### config.mk
export PLATFORM = sky130hd
export DESIGN_NAME = spi_alu_master_flat
export DESIGN_NICKNAME = d
export VERILOG_FILES = /design/src/rtl/spi_alu_master_if.sv /design/src/rtl/spi_alu_master.sv /design/src/flat_wrapper.sv
export SDC_FILE = /design/constraint.sdc
export NUM_CORES = 1
export LEC_CHECK = 0
export CORE_UTILIZATION = 45
export DETAILED_ROUTE_END_ITERATION = 7
export GPL_TIMING_DRIVEN = 0
export HOLD_SLACK_MARGIN = 0.06
export PLACE_DENSITY = 0.75
export SETUP_SLACK_MARGIN = 0.15
export SLEW_MARGIN = 20
export SYNTH_ARGS = -nofsm -noshare
export SYNTH_HDL_FRONTEND = slang
export SYNTH_SLANG_ARGS = --single-unit
### constraint.sdc
create_clock -name clock -period 7.65 [get_ports clock]
set_input_delay 1.53 -clock clock [delete_from_list [all_inputs] [get_ports clock]]
set_output_delay 1.53 -clock clock [all_outputs]
set_load 0.03 [all_outputs]
### src/rtl/spi_alu_master_if.sv
// rtl/spi_alu_master_if.sv - SPI bus signals shared by the ALU master and its slave
interface spi_alu_master_if;
  logic sclk;
  logic mosi;
  logic nss;
  logic miso;

  modport MASTER (output sclk, output mosi, output nss, input miso);
  modport SLAVE  (input sclk, input mosi, input nss, output miso);
endinterface

### src/rtl/spi_alu_master.sv
// rtl/spi_alu_master.sv - SPI master sending {opcode, op_a, op_b} to an ALU slave and reading back a 32-bit result (optional abort: SPI_ALU_MASTER_ABORT_EN)
module spi_alu_master #(
  parameter int CLK_DIV = 4
) (
  input  logic             clock,
  input  logic             reset_n,
  input  logic             start,
  input  logic [3:0]       opcode,
  input  logic [31:0]      op_a,
  input  logic [31:0]      op_b,
`ifdef SPI_ALU_MASTER_ABORT_EN
  input  logic             abort,
  output logic             aborted,
`endif
  output logic             busy,
  output logic             done,
  output logic [31:0]      result,
  spi_alu_master_if.MASTER spi_if
);

  typedef enum logic [2:0] {IDLE, SETUP, SEND, GAP, RECV, FINISH} state_t;

  // Divider counts a whole sclk period (low half then high half) or a fixed hold.
  localparam int            DW         = $clog2(2 * CLK_DIV);
  localparam logic [DW-1:0] HALF_END   = DW'(CLK_DIV - 1);
  localparam logic [DW-1:0] HIGH_START = DW'(CLK_DIV);
  localparam logic [DW-1:0] FULL_END   = DW'(2 * CLK_DIV - 1);

  state_t        state, state_nxt;
  logic [DW-1:0] div, div_nxt;
  logic [6:0]    bits, bits_nxt;
  logic [67:0]   tx_data;
  logic [31:0]   rx_data;
  logic          accept;
  logic          abort_hit;
  logic          busy_nxt, done_nxt, nss_nxt, sclk_nxt, mosi_nxt;

  // Next-state, counters and next values of every registered output.
  always_comb begin
    state_nxt = state;
    div_nxt   = div + 1'b1;
    bits_nxt  = bits;
    accept    = 1'b0;
    abort_hit = 1'b0;
    case (state)
      IDLE: begin
        div_nxt = '0;
        // done is high only in the first idle cycle, which blocks back-to-back starts
        if (start && !done) begin
          accept    = 1'b1;
          state_nxt = SETUP;
        end
      end
      SETUP: begin
        if (div == HALF_END) begin
          state_nxt = SEND;
          div_nxt   = '0;
        end
      end
      SEND: begin
        if (div == FULL_END) begin
          div_nxt = '0;
          if (bits == 7'd67) begin
            state_nxt = GAP;
            bits_nxt  = '0;
          end else begin
            bits_nxt = bits + 7'd1;
          end
        end
      end
      GAP: begin
        if (div == FULL_END) begin
          state_nxt = RECV;
          div_nxt   = '0;
        end
      end
      RECV: begin
        if (div == FULL_END) begin
          div_nxt = '0;
          if (bits == 7'd31) begin
            state_nxt = FINISH;
            bits_nxt  = '0;
          end else begin
            bits_nxt = bits + 7'd1;
          end
        end
      end
      FINISH: begin
        if (div == HALF_END) begin
          state_nxt = IDLE;
          div_nxt   = '0;
        end
      end
      default: begin
        state_nxt = IDLE;
        div_nxt   = '0;
        bits_nxt  = '0;
      end
    endcase
`ifdef SPI_ALU_MASTER_ABORT_EN
    if (abort && state != IDLE) begin
      abort_hit = 1'b1;
      state_nxt = IDLE;
      div_nxt   = '0;
      bits_nxt  = '0;
    end
`endif
    busy_nxt = (state_nxt != IDLE);
    nss_nxt  = (state_nxt == IDLE);
    sclk_nxt = ((state_nxt == SEND) || (state_nxt == RECV)) && (div_nxt >= HIGH_START);
    // mosi only moves when a new bit starts, which is always inside the low half
    mosi_nxt = (state_nxt == SEND) ? tx_data[7'd67 - bits_nxt] : 1'b0;
    done_nxt = (state == FINISH) && (state_nxt == IDLE) && !abort_hit;
  end

  // State and phase counters.
  always_ff @(posedge clock or negedge reset_n) begin
    if (!reset_n) begin
      state <= IDLE;
      div   <= '0;
      bits  <= '0;
    end else begin
      state <= state_nxt;
      div   <= div_nxt;
      bits  <= bits_nxt;
    end
  end

  // Request latch and receive shifter; miso is taken on the edge that raises sclk.
  always_ff @(posedge clock or negedge reset_n) begin
    if (!reset_n) begin
      tx_data <= '0;
      rx_data <= '0;
    end else begin
      if (accept) begin
        tx_data <= {opcode, op_a, op_b};
      end
      if (state == RECV && div == HALF_END) begin
        rx_data <= {rx_data[30:0], spi_if.miso};
      end
    end
  end

  // Registered outputs, so the bus pins never glitch.
  always_ff @(posedge clock or negedge reset_n) begin
    if (!reset_n) begin
      busy        <= 1'b0;
      done        <= 1'b0;
      result      <= '0;
      spi_if.nss  <= 1'b1;
      spi_if.sclk <= 1'b0;
      spi_if.mosi <= 1'b0;
    end else begin
      busy        <= busy_nxt;
      done        <= done_nxt;
      spi_if.nss  <= nss_nxt;
      spi_if.sclk <= sclk_nxt;
      spi_if.mosi <= mosi_nxt;
      if (done_nxt) begin
        result <= rx_data;
      end
    end
  end

`ifdef SPI_ALU_MASTER_ABORT_EN
  // One-cycle indication that a transfer was dropped on request.
  always_ff @(posedge clock or negedge reset_n) begin
    if (!reset_n) begin
      aborted <= 1'b0;
    end else begin
      aborted <= abort_hit;
    end
  end
`endif

endmodule

### src/flat_wrapper.sv
// flat-port wrapper written by rule: the top's interface ports become plain ports
module spi_alu_master_flat 
#(
  parameter int CLK_DIV = 4
)
  (clock, reset_n, start, opcode, op_a, op_b, busy, done, result, spi_if_sclk, spi_if_mosi, spi_if_nss, spi_if_miso);
  spi_alu_master_if spi_if_i ();
  input  logic clock;
  input  logic reset_n;
  input  logic start;
  input  logic [3:0] opcode;
  input  logic [31:0] op_a;
  input  logic [31:0] op_b;
  output logic busy;
  output logic done;
  output logic [31:0] result;
  output wire logic [$bits(spi_if_i.sclk)-1:0] spi_if_sclk;
  output wire logic [$bits(spi_if_i.mosi)-1:0] spi_if_mosi;
  output wire logic [$bits(spi_if_i.nss)-1:0] spi_if_nss;
  input wire logic [$bits(spi_if_i.miso)-1:0] spi_if_miso;
  assign spi_if_sclk = spi_if_i.sclk;
  assign spi_if_mosi = spi_if_i.mosi;
  assign spi_if_nss = spi_if_i.nss;
  assign spi_if_i.miso = spi_if_miso;
  spi_alu_master #(.CLK_DIV(CLK_DIV)) u_core (.clock(clock), .reset_n(reset_n), .start(start), .opcode(opcode), .op_a(op_a), .op_b(op_b), .busy(busy), .done(done), .result(result), .spi_if(spi_if_i));
endmodule
# Word level (Yosys, flattened, before mapping)
# Cells that the tools add are included.
# W data, S select, Z words.
# word_totals
inputBits,72
out_inout_bits,37
wordCells,61
register_bits,150
# op_classes
n_reduce_logical,12
n_addsub,3
eq_ne,11
mux,22
magnitude_cmp,2
# ops
cell,count
$mux W3,10
$mux W7,4
$pmux W7 S3,1
$pmux W3 S6,1
$eq A3 B2 Y1 const B,4
$eq A3 B3 Y1 const B,4
$lt A7 B8 Y1 const B,1
$add A7 B1 Y7 const B,1
$bmux W1 S7,1
$eq A7 B5 Y1 const B,1
$eq A7 B7 Y1 const B,1
$sub A7 B7 Y7 const A,1
$logic_not A3 Y1,2
$pmux W3 S2,1
$logic_and A1 B1 Y1,4
$mux W1,4
$reduce_or A4 Y1,1
$add A3 B1 Y3 const B,1
$eq A3 B1 Y1 const B,1
$ge A3 B3 Y1 const B,1
$reduce_bool A3 Y1,1
$reduce_or A3 Y1,1
$reduce_or A2 Y1,1
$logic_not A1 Y1,1
$logic_or A1 B1 Y1,1

# Longest topological paths before layout
# logic_depth
word_depth,8
mapped_depth,16

# Worst setup path before layout
# OpenSTA, ideal clock, no wires.
# synth_timing
path_kind,reg2reg
start,register u_core.div[0]
end,register u_core.spi_if.mosi
arrival_time_ns,3.245
synth_period_minus_slack_ns,3.374
setup_slack_ns,4.276
path_stages_with_launch,15
cell_sequence,dfrtp_1 ha_1 ha_1 and3b_1 maj3_1 a22oi_2 inv_1 clkbuf_1 ha_1 buf_1 inv_1 nor3_1 a32oi_1 a311oi_1 nor4_1
# synth_between
elab_chain_cells,7
elab_cells_between_ends,16
classes_between,1 x add/sub; 3 x eq/ne; 12 x mux
# synth_lines
item,line,rtl
from (decl),spi_alu_master.sv:30,"logic [DW-1:0] div, div_nxt;"
from (signal assigned),spi_alu_master.sv:124,div <= div_nxt;
$eq A3 B3 Y1 (*),"spi_alu_master.sv:61, spi_alu_master.sv:78",
"$mux W7, on equally long branches","spi_alu_master.sv:78, spi_alu_master.sv:61",
$pmux W7 S3 (*),spi_alu_master.sv:45,case (state)
named net u_core.bits_nxt[2],spi_alu_master.sv:31,"logic [6:0] bits, bits_nxt;"
$sub A7 B7 Y7 (*),spi_alu_master.sv:112,mosi_nxt = (state_nxt == SEND) ? tx_data[7'd67 - bits_nxt] : 1'b0;
$bmux W1 S7 (*),spi_alu_master.sv:112,
$mux W1 (implied by the code) (*),spi_alu_master.sv:112,
$mux W1 (*),spi_alu_master.sv:112,
named net u_core.mosi_nxt,spi_alu_master.sv:36,"logic busy_nxt, done_nxt, nss_nxt, sclk_nxt, mosi_nxt;"
to (signal assigned),spi_alu_master.sv:158,spi_if.mosi <= mosi_nxt;
to (decl),spi_alu_master_if.sv:8,"modport MASTER (output sclk, output mosi, output nss, input miso);"
# Mark *: on every way through the listed nets, which the timed path passes. The rest lies on a longest branch. The select of a mux whose other input is x is not followed.
# A chain may end at the register's enable or synchronous reset.

# Worst setup path in the final report
# Same ends and word-level chain as after synthesis.

==> reports/results.ini <==
[cells_and_area]
nets = 738
stdcell_count = 857
antennaDiodeCount = 0
synthToLayoutAreaGrowth_pct = 28.4
ff_latch_area_um2 = 3750
fin_area_um2 = 8650
fillCellCount = 1151
drive_gt1_frac = 0.282
multiInputGateArea_um2 = 2800

[global_route]
grt_max_degree = 77
grt_pass1_vias = 5042
grt_pass1_wl_um = 25400
antenna_found_initial = 0
grt_remaining_overflow = 0
grt_usage = 0.207

[drt]
via_per_inst = 5.62
first_iter_violations = 322
drc = 0
ant_nets = 0
routed_wl_um = 15000
wl_per_cell_um = 17.6
drt-pass1-iter-count = 5
vias = 4819

[worst_setup_path]
crit_buf_inv = 4
crit_required_ns = 7.97
r2r_slack_ns = 3.42
r2r-end = u_core.spi_if.mosi$_DFF_PN0_
arrival_ns = 4.55
crit_path_frequent_cell = ha_1
crit_path_top_delay_cell = a22oi_2
slowest_delay_ns = 0.39
r2r_cells = 15
cp-end-kind = flop
critical-path-top-delay-family = adder cells
crit_start = u_core.div[0]$_DFF_PN0_
crit_path_cell_trace = ha_1 > ha_1 > and3b_1 > maj3_1 > a22oi_2 > inv_1 > clkbuf_1 > ha_1 > buf_1 > inv_1 > a31oi_1 > nand4_1 > o211ai_1 > a31oi_1 > nor4_1
crit_cells = 15
reg2reg_from = u_core.div[0]$_DFF_PN0_
crit_type = reg2reg
crit_fanout = 10
start_kind = flop
crit_path_end = u_core.spi_if.mosi$_DFF_PN0_

[synthesis]
synth_mux_area_frac = 0.236
ys_types = 58
synth_common_cells = dfrtp_1, mux2_2, nand2_1
synth.area.top_cells = dfrtp_1, mux2_2, nand2_1
post-synth-top-count-cell = dfrtp_1
synth-simple-area-share = 0.0841
synthCells = 532
synth_top_family_by_area = multiplexers
synthAdderAreaFrac = 0.0141
synth_top_cell_by_area = dfrtp_1
synth-edff-count = 0
ys_seq_area_frac = 0.557
synth_compound_area_frac = 0.0767
yosys.area.top_type_share = 0.553
synthXorXnorAreaFrac = 0.00520
synth_flop_cell = dfrtp_1
synth_area_um2 = 6740
syn_area_per_cell_um2 = 12.7
synthArstFlopShare = 1.00
synth_seq_cells = 150
yosysWarnings = 0
syn_nets = 610

[placed_design]
dp.cells = 825
place.gp.congestion = 0.890
portBuffers = 108
place_area_um2 = 8080
hpwl_um = 10600

[sta]
fin_crit_ns = 4.23
max_slew_margin = 0.482
timing_hold_violations_final = 0
fmax_ghz = 0.236
whs_ns = 0.435
slew_viol_final = 0
fin_skew_ns = 0.0117
final.period_utilization = 0.553
rsz0062_at_grt = false
worst_slew_pin_slew_ns = 0.774
setup_viol = 0

[cts]
cts_root_buf = clkbuf_16
cts_resized = 0
numCtsBuffers = 17
clkLatencyLatePin_ns = 0.43
hold_buffers = 0
cts_tree = built
ctsHtreeMaxLevel = 4
cts_setup_buffers = 0
cts_sinks = 150
clk_path_buf_depth = 2
path_clk_slew_ns = 0.06

[die]
die_area_um2 = 15500
die_y_um = 124
initial_utilization = 0.462
fp.dieW_um = 124
rows = 44
core-area_um2 = 14600
num_io_pins = 109

[job]
cap_viol_max_count = 0

[min_path]
min_path_type = reg2reg

[status]
outcome = finished clean

[power]
power.density_nw_per_um2 = 192
peakVddDrop_v = 0.000136
p_leak_nw = 3.99

-- logic make-up after synthesis --
logic type / Yosys count
simple gates: 111
buf+inv: 43
mux: 142
fa+ha+maj: 8
flops: 150
compound gates: 74
xor+xnor: 4
-- layout by cell type (no fill, tap or decap), drive strengths merged, types with 4 or more instances in the layout --
cell type / Yosys / routed
dfrtp: 149 / 149
o211ai: 4 / 4
clkinvlp: 0 / 4
mux2: 134 / 134
nand2: 42 / 42
buf: 20 / 22
nor3: 10 / 10
a22oi: 6 / 6
mux2i: 8 / 8
a21oi: 16 / 16
a32oi: 6 / 6
o21ai: 15 / 15
a31oi: 5 / 5
nor2: 12 / 12
clkbuf: 7 / 24
inv: 16 / 22
ha: 6 / 6
nor2b: 4 / 4
nand3: 15 / 15
clkinv: 0 / 4
nand4: 10 / 10
clkdlybuf4s50: 0 / 107
-- where the power goes --
part	leakage (nW)	internal, mW	total (mW)	switching [mW]
Clock	0.270	0.455	0.809	0.354
Combinational	1.66	0.0335	0.0545	0.0210
Sequential	2.06	0.793	0.793	0
Total	3.99	1.28	1.66	0.375
-- per-stage QoR --
stage               setup TNS (ns)  worst slack, ns  utilization  total power, mW
floorplan                        0             4.28            -            0.809
global placement           -105.75           -0.724        0.552            0.861
detailed placement               0             3.51        0.554            0.864
CTS                              0             3.56        0.593             1.67
global route                     0             3.15        0.593             1.71
finish                           0             3.42        0.593             1.66
-- metal layers --
layer	share of wire	track usage
met2	0.50	0.336
met1	0.43	0.271
met5	0	0
met4	0.017	0.0758
met3	0.048	0.0447
-- worst reg2reg max path, cell delays in order (launching register included) --
cell and delay [ns]:
dfrtp_1 0.38, ha_1 0.24, ha_1 0.21, and3b_1 0.22
maj3_1 0.37, a22oi_2 0.39, inv_1 0.17, clkbuf_1 0.29
ha_1 0.35, buf_1 0.38, inv_1 0.26, a31oi_1 0.21
nand4_1 0.12, o211ai_1 0.11, a31oi_1 0.14, nor4_1 0.29
-- sequential cells by signal (all words and copies together), names as in the netlist --
register            cells
u_core.result          32
u_core.spi_if.nss       1
u_core.busy             1
u_core.div              3
u_core.spi_if.sclk      1
u_core.state            3
u_core.spi_if.mosi      1
u_core.bits             7
u_core.done             1
u_core.tx_data         68
u_core.rx_data         32
-- worst min path at each step --
stage | cells past startpoint | startpoint | slack (ns) | endpoint
finish | 1 | u_core.div[0]$_DFF_PN0_ | 0.43 | u_core.div[0]$_DFF_PN0_
global route | 1 | u_core.div[0]$_DFF_PN0_ | 0.46 | u_core.div[0]$_DFF_PN0_
CTS | 1 | u_core.div[0]$_DFF_PN0_ | 0.44 | u_core.div[0]$_DFF_PN0_
detailed placement | 1 | u_core.div[0]$_DFF_PN0_ | 0.43 | u_core.div[0]$_DFF_PN0_
global placement | 1 | u_core.div[0]$_DFF_PN0_ | 0.42 | u_core.div[0]$_DFF_PN0_
floorplan | 1 | u_core.div[0]$_DFF_PN0_ | 0.41 | u_core.div[0]$_DFF_PN0_
-- final cells by class --
class,instances,share of cell area
Clock inverter,15,0.0168
Tap cell,184,0.0266
Multi-Input combinational cell,339,0.324
Timing Repair Buffer,109,0.129
Buffer,27,0.0139
Inverter,16,0.00694
Clock buffer,17,0.0492
Sequential cell,150,0.434
Power figures use the tool's default switching activity.
